`src/rtl/pipe_seg_adder.sv`:
```
// Pipelined segmented ripple-carry adder/subtractor: SEG bits per stage, carry registered between stages.
// Optional saturation on signed overflow is enabled by defining PIPE_SEG_ADDER_SAT_EN (adds port sat_en).
module pipe_seg_adder #(
  parameter int WIDTH = 32,
  parameter int SEG   = 8
) (
  input  logic             clk,
  input  logic             rst,
  input  logic             in_valid,
  output logic             in_ready,
  input  logic [WIDTH-1:0] a,
  input  logic [WIDTH-1:0] b,
  input  logic             c_in,
  input  logic             op_sub,
`ifdef PIPE_SEG_ADDER_SAT_EN
  input  logic             sat_en,
`endif
  output logic             out_valid,
  input  logic             out_ready,
  output logic [WIDTH-1:0] s,
  output logic             c_out,
  output logic             ovf
);

  localparam int STAGES = WIDTH / SEG;

  if (WIDTH % SEG != 0) begin : g_bad_seg
    $error("pipe_seg_adder: WIDTH must be a multiple of SEG");
  end

  typedef struct packed {
    logic             valid;
    logic [WIDTH-1:0] sum;
    logic [WIDTH-1:0] a_r;
    logic [WIDTH-1:0] b_r;
    logic             carry;
    logic             sub;
    logic             sat;
    logic             ovf;
  } stage_t;

  stage_t            stage_q [STAGES];
  logic [STAGES-1:0] valid_v;
  logic [STAGES-1:0] load;
  logic              sat_in;

`ifdef PIPE_SEG_ADDER_SAT_EN
  assign sat_in = sat_en;
`else
  assign sat_in = 1'b0;
`endif

  for (genvar k = 0; k < STAGES; k++) begin : g_stage
    stage_t         up;
    stage_t         stg_d;
    stage_t         stg_q;
    logic [SEG:0]   seg_sum;
    logic [WIDTH-1:0] sum_new;

    // Stage 0 takes the raw beat; B is inverted here so later stages only ever add.
    if (k == 0) begin : g_src_in
      always_comb begin
        up       = '0;
        up.valid = in_valid;
        up.a_r   = a;
        up.b_r   = op_sub ? ~b : b;
        up.carry = op_sub | c_in;
        up.sub   = op_sub;
        up.sat   = sat_in;
      end
    end else begin : g_src_stage
      assign up = stage_q[k-1];
    end

    assign seg_sum = {1'b0, up.a_r[k*SEG +: SEG]} + {1'b0, up.b_r[k*SEG +: SEG]}
                   + {{SEG{1'b0}}, up.carry};

    always_comb begin
      sum_new                 = up.sum;
      sum_new[k*SEG +: SEG]   = seg_sum[SEG-1:0];
    end

    // load is asserted whenever this slot is empty or the slot downstream is taking its content.
    assign load[k]    = out_ready | ~(&valid_v[STAGES-1:k]);
    assign valid_v[k] = stg_q.valid;

    always_comb begin
      stg_d = stg_q;
      if (load[k]) begin
        stg_d = '0;
        if (up.valid) begin
          stg_d       = up;
          stg_d.sum   = sum_new;
          stg_d.carry = seg_sum[SEG];
          stg_d.ovf   = 1'b0;
          if (k == STAGES - 1) begin
            // a^b^s at the MSB recovers the carry into the MSB.
            stg_d.ovf = up.a_r[WIDTH-1] ^ up.b_r[WIDTH-1] ^ sum_new[WIDTH-1] ^ seg_sum[SEG];
            if (up.sat && stg_d.ovf) begin
              stg_d.sum = up.a_r[WIDTH-1] ? {1'b1, {(WIDTH-1){1'b0}}}
                                          : {1'b0, {(WIDTH-1){1'b1}}};
            end
          end
        end
      end
    end

    always_ff @(posedge clk) begin
      if (rst) begin
        stg_q <= '0;
      end else begin
        stg_q <= stg_d;
      end
    end

    assign stage_q[k] = stg_q;
  end

  assign in_ready  = load[0];
  assign out_valid = stage_q[STAGES-1].valid;
  assign s         = stage_q[STAGES-1].sum;
  assign c_out     = stage_q[STAGES-1].carry;
  assign ovf       = stage_q[STAGES-1].ovf;

endmodule

```
`config.mk`:
```
export PLATFORM = sky130hd
export DESIGN_NAME = pipe_seg_adder
export DESIGN_NICKNAME = d
export VERILOG_FILES = /design/src/rtl/pipe_seg_adder.sv
export SDC_FILE = /design/constraint.sdc
export NUM_CORES = 1
export LEC_CHECK = 0
export BUFFER_PORTS_ARGS = -buffer_cell sky130_fd_sc_hd__buf_2
export CAP_MARGIN = 20
export CORE_UTILIZATION = 45
export CTS_CLUSTER_SIZE = 28
export DETAILED_ROUTE_END_ITERATION = 8
export SYNTH_ARGS = -nofsm -noshare
export SYNTH_HDL_FRONTEND = slang
export SYNTH_SLANG_ARGS = --single-unit
export TNS_END_PERCENT = 50
```
`constraint.sdc`:
```
create_clock -name clk -period 7.82 [get_ports clk]
set_input_delay 0.782 -clock clk [delete_from_list [all_inputs] [get_ports clk]]
set_output_delay 0.782 -clock clk [all_outputs]
set_load 0.05 [all_outputs]
```
==> impl_metrics.yaml, run 1 <==
yosys:
  async_reset_ff_frac: 0
  netlist_area_mm2: 0.00850
  yosys-top-cells-count: "185 x dfxtp_1, 184 x nand2_1, 166 x a21oi_1"
  synth_top_flop_cell: "dfxtp_1"
  synthDistinctLibCells: 52
  synth_cells: 1019
  yosysSeqAreaShare: 0.436
  yosysWarnings: 0
  yosysMostFrequentCell: "dfxtp_1"
  synth_top_area_cell: "dfxtp_1"
  synth_area_leaders: "dfxtp_1 44%, a21oi_1 9.8%, nand3_1 9.1%, nand2_1 8.1%, ha_1 4.1%"
  synth_area_per_cell_um2: 8.34
  synth-seq-cells: 185
  synth_fp_nets: 1125
  yosysTopAreaCellShare: 0.436
  synth_enable_flop_cells: 0
global_routing:
  grt_pass1_vias: 6161
  track_usage: 0.199
  grt_pass1_wl_mm: 31.5
  antenna_found_initial: 0
  grt_max_degree: 98
  grt.overflow.total: 0
floorplanning:
  boundaryPins: 106
  dieArea_mm2: 0.0194
  fp.dieW_um: 139
  core_area_mm2: 0.0182
  die_height_um: 139
  initial_utilization: 0.467
  rows: 49
sta:
  finalHoldViolCount: 0
  tightestPinTransition_ns: 1.00
  fin_hold_ws_ns: 0.446
  finalSetupViolCount: 0
  period_needed_ns: 3.47
  max-slew-margin-rel: 0.333
  rsz0062_at_grt: "false"
  fin_tns_setup_ns: 0
  clock_skew_ns: 0.00711
  drv_slew: 0
  max_freq_ghz: 0.288
  period_share: 0.443
flow_run:
  maxCapViolations: 0
critical_path:
  critPathMaxFanout: 58
  crit_arrival_ns: 2.69
  critPathCaptureType: "primary output"
  critPathKind: "reg2out"
  cp-start-kind: "register"
  worstPathRequired_ns: 7.04
cts:
  cts_buffers: 17
  htree_levels: 4
  postCtsSetupRepairBufs: 0
  clk_latency_ns: 0.43
  cts_buffer_depth: 2
  clock_sinks: 185
  cts_root_buffer: "clkbuf_16"
  cts_tree: "done"
  cts_hold_buf: 0
  ctsResizeCount: 0
  clk_pin_slew_ns: 0.06
cells_and_area:
  regArea_mm2: 0.00370
  areaGrowthSynthToFinish_pct: 13.4
  multiInputGateArea_mm2: 0.00434
  nets: 1177
  final_layout_size_suffix_gt1_frac: 0.180
  antenna_cells: 0
  n_fill_cell: 1779
power:
  ir_drop_v: 0.000155
  power.leakage_nw: 3.67
  pwr_density_cell_mw_per_mm2: 214
drt:
  drt_pass1_iterations: 5
  route.detailed.drc: 0
  drt_wl_total_mm: 18.9
  ant_nets: 0
  viasPerCell: 5.28
  wl_per_cell_um: 14.4
  vias: 6928
  drtIter0Drc: 480
placement:
  gp_congestion: 0.801
  place.detailed.hpwl_mm: 12.6
  portBuffers: 105
hold_path:
  hold_class: "reg2reg"
status:
  outcome: "finished, final reports clean"
final timing paths:
kind	startpoint	to	slack (ns)	cells past startpoint
max reg2reg	g_stage[2].stg_q[100]$_SDFFE_PP0P_	g_stage[0].stg_q[74]$_SDFFE_PP0P_	5.06	7
min reg2reg	s[22]$_SDFFE_PP0P_	s[22]$_SDFFE_PP0P_	0.45	2
min	s[22]$_SDFFE_PP0P_	s[22]$_SDFFE_PP0P_	0.45	2
max	g_stage[2].stg_q[100]$_SDFFE_PP0P_	in_ready	4.35	5
layout by cell type, fill, tap and decap left out, drive strengths merged, types with 8 or more instances in the layout:
cell / synthesis / routed
a21o: 10 / 10
a21oi: 187 / 187
buf: 50 / 116
clkbuf: 33 / 19
dfxtp: 185 / 185
fa: 8 / 8
ha: 28 / 28
inv: 13 / 17
nand2: 184 / 184
nand3: 175 / 175
nor2: 14 / 14
o21ai: 15 / 15
xnor2: 8 / 8
xor2: 37 / 37
worst max-delay path: stages (launching register included):
cell,delay [ns]
dfxtp_1,0.32
buf_4,0.34
and4b_4,0.76
and2_2,0.32
inv_6,0.15
buf_2,0.29
stage by stage:
stage | setup slack, ns | area (um^2) | std cells | power (mW) | util
global placement | 4.46 | 8990 | 1280 | 1.15 | 0.494
global route | 4.23 | 9640 | 1312 | 2.14 | 0.530
detailed placement | 4.45 | 9000 | 1281 | 1.16 | 0.494
finish | 4.35 | 9640 | 1312 | 2.06 | 0.530
CTS | 4.34 | 9640 | 1312 | 2.08 | 0.530
floorplan | 4.62 | 8500 | 1019 | 1.11 | -
area by class of cell:
type	count	share of cell area
timing repair buffer	116	0.0645
multi-input combinational	738	0.450
tap	229	0.0297
inverter	13	0.00558
clock inverter	12	0.0195
sequential	185	0.384
clock buffer	19	0.0470
flip-flops by register name, indices dropped and copies added (netlist names):
signal	count
s	32
c_out	1
ovf	1
out_valid	1
g_stage.stg_q	150
cells by family (layout without fill, tap and decap cells):
kind of cell,Yosys count,in the layout,share of synthesized area
fa+ha+maj,36,36,0.0600
buf+inv,96,160,0.0552
flops,185,185,0.436
xor+xnor,45,45,0.0464
compound gates,238,238,0.161
mux,4,4,0.00471
simple gates,415,415,0.237
metal layers:
metal | global-route usage | part of all wire | vias up
met4 | 0.0596 | 0.0098 | 0
met1 | 0.325 | 0.55 | 3112
met3 | 0.0368 | 0.046 | 14
met5 | 0 | 0 | -
li1 | - | - | 3630
met2 | 0.254 | 0.39 | 172
report_power, final:
group / internal (mW) / switching, mW / total, mW
logic: 0.0644 / 0.0931 / 0.158
clock network: 0.556 / 0.372 / 0.928
registers: 0.963 / 0.0137 / 0.977
total: 1.58 / 0.479 / 2.06
Note: power is estimated with default switching activity, not from simulation.
==> inputs of run 2 (changes only) <==
--- a/config.mk
+++ b/config.mk
@@ -5,6 +5,7 @@
 export SDC_FILE = /design/constraint.sdc
 export NUM_CORES = 1
 export LEC_CHECK = 0
+export ABC_AREA = 1
 export BUFFER_PORTS_ARGS = -buffer_cell sky130_fd_sc_hd__buf_2
 export CAP_MARGIN = 20
 export CORE_UTILIZATION = 45
==> constraint.sdc (replaced) <==
create_clock -name clk -period 3.3 [get_ports clk]
set_input_delay 0.33 -clock clk [delete_from_list [all_inputs] [get_ports clk]]
set_output_delay 0.33 -clock clk [all_outputs]
set_load 0.05 [all_outputs]
==> run 2 against run 1 <==
Net effect: sequential power up 140%; global-route usage shrank 0.23 points; count of clock-buffer cells in the layout increased by 1; sequential share of layout area grew 1.1 points; core utilization rose by 0.69 points; clock skew is 0.0023 ns higher; flip-flop and latch count unchanged; critical path depth grew 1; worst hold slack lost 0.31 ns; combinational power is 120% higher; critical path type unchanged; highest routed layer unchanged.
==> impl_metrics.yaml, run 2 <==
status:
  outcome: "finished, final reports clean"
global_routing:
  met3_usage: 0.0396
  grt.overflow.total: 0
  track_usage: 0.197
  antenna_found_initial: 0
  grt_pass1_vias: 5939
  grt_pass1_wl_mm: 29.3
  use_met1: 0.309
  use_met2: 0.266
  top_usage_layer: "met1"
  grt_max_degree: 72
critical_path:
  worstPathCellList: "nand2_2 -> nor2_4 -> nand2_4 -> inv_2 -> nand2_1 -> buf_2"
  cp-start-kind: "register"
  worstPathRequired_ns: 2.97
  critPathMaxFanout: 20
  crit_slowest_cell: "dfxtp_1"
  r2r_start: "out_valid$_SDFFE_PP0P_"
  crit_arrival_ns: 1.77
  critPathKind: "reg2out"
  crit_start: "out_valid$_SDFFE_PP0P_"
  critPathCaptureType: "primary output"
  max_stage_delay_ns: 0.34
placement:
  place.detailed.hpwl_mm: 12.0
  dp_cells: 1372
  portBuffers: 105
  place_area_mm2: 0.00877
  dp_worst_setup_slack_ns: 0.905
  gp_congestion: 0.833
yosys:
  netlist_area_mm2: 0.00815
  yosys-top-cells-count: "436 x nand2_1, 201 x a21oi_1, 185 x dfxtp_1"
  synth_area_leaders: "dfxtp_1 45%, nand2_1 20%, a21oi_1 12%, ha_1 4.3%, xor2_1 3.7%"
  synth_top_area_cell: "dfxtp_1"
  yosysTopAreaCellShare: 0.455
  yosysSeqAreaShare: 0.455
  synth_fp_nets: 1197
  async_reset_ff_frac: 0
  yosysMostFrequentCell: "nand2_1"
  synth_area_per_cell_um2: 7.47
  synthDistinctLibCells: 26
  synth_top_flop_cell: "dfxtp_1"
  synth-seq-cells: 185
  synth_enable_flop_cells: 0
  yosysWarnings: 0
  synth_cells: 1091
sta:
  max-slew-margin-rel: 0.515
  max_freq_ghz: 0.476
  fin_tns_setup_ns: 0
  finalSetupViolCount: 0
  tightestPinTransition_ns: 0.727
  fin_hold_ws_ns: 0.140
  clock_skew_ns: 0.00939
  setup_ws_ns: 1.20
  drv_slew: 0
  period_needed_ns: 2.10
  period_share: 0.637
  finalHoldViolCount: 0
  rsz0062_at_grt: "false"
power:
  ir_drop_v: 0.000418
  pwr_density_cell_mw_per_mm2: 503
  power.leakage_nw: 3.99
  total_power_mw: 4.72
cells_and_area:
  final_layout_size_suffix_gt1_frac: 0.139
  final_cell_mix: "436 x nand2_1, 201 x a21oi_1, 185 x dfxtp_1"
  fin_cells: 1404
  final_util: 0.536
  regArea_mm2: 0.00370
  nets: 1272
  regMostFlops: "g_stage.stg_q"
  stdcell_area_mm2: 0.00938
  multiInputGateArea_mm2: 0.00391
  final_common_cell: "nand2_1"
  areaGrowthSynthToFinish_pct: 15.1
  antenna_cells: 0
  n_fill_cell: 1781
  largest_reg_flops: 150
cts:
  htree_levels: 4
  postCtsSetupRepairBufs: 0
  ctsResizeCount: 0
  cts_buffers: 17
  clock_sinks: 185
  cts_hold_buf: 0
  clk_pin_slew_ns: 0.07
  cts_tree: "done"
  clk_latency_ns: 0.43
  cts_root_buffer: "clkbuf_16"
  cts_buffer_depth: 2
floorplanning:
  die_height_um: 137
  rows: 48
  dieArea_mm2: 0.0186
  fp.dieW_um: 137
  boundaryPins: 106
  initial_utilization: 0.466
  core_area_mm2: 0.0175
drt:
  viasPerCell: 4.77
  route.detailed.drc: 0
  drt_pass1_iterations: 5
  drt_wl_total_mm: 17.4
  drtIter0Drc: 499
  ant_nets: 0
  vias: 6698
  wl_per_cell_um: 12.4
hold_path:
  hold_class: "in2reg"
  min-delay-start: "a[27]"
flow_run:
  maxCapViolations: 0
## run 2: cell types whose count changed after synthesis, sizes merged, moves of 10 or more
cell	previous run	this run
inv	13	60
nand2	184	438
o21ai	15	4
a21oi	187	201
buf	50	33
a21o	10	0
nand3	175	33
## run 2: area by class of cell
cell class                      instances  share of cell area
Clock buffer                           20              0.0498
Clock inverter                         12              0.0144
Inverter                               60              0.0240
Multi-Input combinational cell        785               0.417
Sequential cell                       185               0.395
Tap cell                              225              0.0300
Timing Repair Buffer                  117              0.0694
## run 2: power breakdown
| group | leakage (nW) | internal (mW) | switching (mW) |
|---|---|---|---|
| combinational | 2.19 | 0.137 | 0.211 |
| sequential | 1.50 | 2.28 | 0.0294 |
| clock | 0.298 | 1.18 | 0.874 |
| total | 3.99 | 3.60 | 1.11 |
## run 2: worst max-delay path, delay by kind of cell (launching register included)
family	cells	cell delay [ns]
buffers and inverters	2	0.52
AND/OR/NAND/NOR	4	0.49
flip-flops	1	0.34
## run 2: layer usage
metal | part of all wire | vias up | routed length, um
li1 | - | 3638 | -
met1 | 0.55 | 2924 | 9580
met4 | 0.0089 | 0 | 155
met5 | 0 | - | 0
met3 | 0.043 | 11 | 748
met2 | 0.40 | 125 | 6890
## run 2: worst paths after layout
path,depth (start not counted),endpoint,slack (ns)
setup reg to reg,8,g_stage[2].stg_q[84]$_SDFFE_PP0P_,1.27
setup / recovery,6,in_ready,1.20
hold reg to reg,2,g_stage[1].stg_q[31]$_SDFFE_PP0P_,0.45
hold / removal,3,g_stage[0].stg_q[63]$_SDFFE_PP0P_,0.14
## run 2: logic make-up after synthesis
group,count (synthesis),share of synthesized area
buffers and inverters,121,0.0659
AOI/OAI and AO/OA,208,0.129
and+or+nand+nor,505,0.249
adders and majority gates,36,0.0627
xor gates and xnor gates,36,0.0387
DFF,185,0.455
==> inputs of run 3 (changes only) <==
--- a/config.mk
+++ b/config.mk
@@ -5,7 +5,7 @@
 export SDC_FILE = /design/constraint.sdc
 export NUM_CORES = 1
 export LEC_CHECK = 0
-export ABC_AREA = 1
+export ABC_AREA = 0
 export BUFFER_PORTS_ARGS = -buffer_cell sky130_fd_sc_hd__buf_2
 export CAP_MARGIN = 20
 export CORE_UTILIZATION = 45
==> constraint.sdc (replaced) <==
create_clock -name clk -period 2 [get_ports clk]
set_input_delay 0.2 -clock clk [delete_from_list [all_inputs] [get_ports clk]]
set_output_delay 0.2 -clock clk [all_outputs]
set_load 0.05 [all_outputs]
==> run 3 against run 2 <==
Net effect: final area increased by 5.4%; largest power group unchanged; sequential share of layout area is 1.9 points lower; register-to-register slack lost 1.2 ns.
==> impl_metrics.yaml, run 3 (synthesis results as in run 1) <==
sta:
  drv_slew: 0
  fin_tns_setup_ns: 0
  setup_ws_ns: 0.0728
  finalHoldViolCount: 0
  clock_skew_ns: 0.00887
  period_needed_ns: 1.93
  max-slew-margin-rel: 0.601
  period_share: 0.964
  finalSetupViolCount: 0
  max_freq_ghz: 0.519
  tightestPinTransition_ns: 0.599
  fin_hold_ws_ns: 0.0419
critical_path:
  critPathMaxFanout: 2
  critPathKind: "reg2reg"
  worstPathRequired_ns: 2.31
  crit_arrival_ns: 2.23
  cp-start-kind: "register"
  critPathCaptureType: "register"
drt:
  drtIter0Drc: 413
  vias: 6965
  ant_nets: 0
  viasPerCell: 5.21
  wl_per_cell_um: 14.1
  drt_pass1_iterations: 5
  drt_wl_total_mm: 18.8
  route.detailed.drc: 0
global_routing:
  antenna_found_initial: 0
  grt_pass1_wl_mm: 31.8
  grt_max_degree: 76
  grt.overflow.total: 0
  grt_pass1_vias: 6286
  track_usage: 0.199
cells_and_area:
  largest_reg_flops: 150
  areaGrowthSynthToFinish_pct: 16.2
  final_cell_mix: "184 x nand2_1, 179 x dfxtp_1, 161 x a21oi_1"
  antenna_cells: 0
  final_common_cell: "nand2_1"
  regMostFlops: "g_stage.stg_q"
  final_layout_size_suffix_gt1_frac: 0.217
  nets: 1201
status:
  outcome: "finished, final reports clean"
power:
  ir_drop_v: 0.000570
  total_power_mw: 7.77
  pwr_density_cell_mw_per_mm2: 786
  power.leakage_nw: 3.78
placement:
  gp_congestion: 0.867
  portBuffers: 105
  place.detailed.hpwl_mm: 13.1
  dp_worst_setup_slack_ns: -0.248
floorplanning:
  dieArea_mm2: 0.0194
  die_height_um: 139
  rows: 49
  initial_utilization: 0.467
  fp.dieW_um: 139
  boundaryPins: 106
  core_area_mm2: 0.0182
cts:
  cts_buffers: 17
  clk_pin_slew_ns: 0.06
  cts_root_buffer: "clkbuf_16"
  cts_tree: "done"
  htree_levels: 4
  cts_buffer_depth: 2
  clk_latency_ns: 0.43
  clock_sinks: 185
flow_run:
  maxCapViolations: 0
hold_path:
  hold_class: "in2reg"
[run 3: cell type report]
| cell class | instances | area, um^2 |
|---|---|---|
| Sequential cell | 185 | 3710 |
| Multi-Input combinational cell | 738 | 4410 |
| Tap cell | 229 | 287 |
| Inverter | 13 | 56.3 |
| Timing Repair Buffer | 140 | 837 |
| Clock buffer | 20 | 457 |
| Fill cell | 1777 | 8330 |
| Clock inverter | 11 | 124 |
[run 3: final timing paths]
path / from / endpoint / slack, ns / cells past startpoint
worst max register to register: g_stage[1].stg_q[3]$_SDFFE_PP0P_ / g_stage[2].stg_q[90]$_SDFFE_PP0P_ / 0.07 / 7
worst min register to register: s[12]$_SDFFE_PP0P_ / s[12]$_SDFFE_PP0P_ / 0.45 / 2
worst max-delay path: g_stage[1].stg_q[3]$_SDFFE_PP0P_ / g_stage[2].stg_q[90]$_SDFFE_PP0P_ / 0.07 / 7
worst min-delay path: a[28] / g_stage[0].stg_q[64]$_SDFFE_PP0P_ / 0.04 / 3
[run 3: through the flow]
stage | cells | instance area, um^2 | utilization
3_3_place_gp | 1303 | 9210 | 0.506
6_report | 1336 | 9880 | 0.543
2_1_floorplan | 1019 | 8550 | -
4_1_cts | 1335 | 9830 | 0.540
3_5_place_dp | 1303 | 9210 | 0.506
5_1_grt | 1336 | 9880 | 0.543
[run 3: power breakdown]
part           leakage [nW]  switching, mW  total [mW]  internal (mW)
Clock                 0.278           1.40        3.30           1.90
Sequential             1.50         0.0504        3.82           3.77
Combinational          2.00          0.375       0.651          0.276
[run 3: repair_timing]
item                                    4_1_cts  5_1_grt
pin swaps                                     1        6
hold buffers                                  1        0
buffers inserted                              0        1
hold endpoints to repair                      2        0
endpoints found under the setup margin        6       10
resized for setup                             8       17
[run 3: worst max-delay path, stage by stage, from the launching register on]
cell and delay [ns]:
dfxtp_1 0.33, fa_2 0.41, fa_1 0.39, a21o_1 0.18, a21oi_2 0.17, o21bai_2 0.10
mux2i_1 0.15, nand3_1 0.08
[run 3: layer usage]
metal  track usage  vias up  wire length, um
li1              -     3670                -
met1         0.318     3140            10600
met2         0.263      144             7280
met3        0.0413       11              853
met4        0.0509        0              145
met5             0        -                0
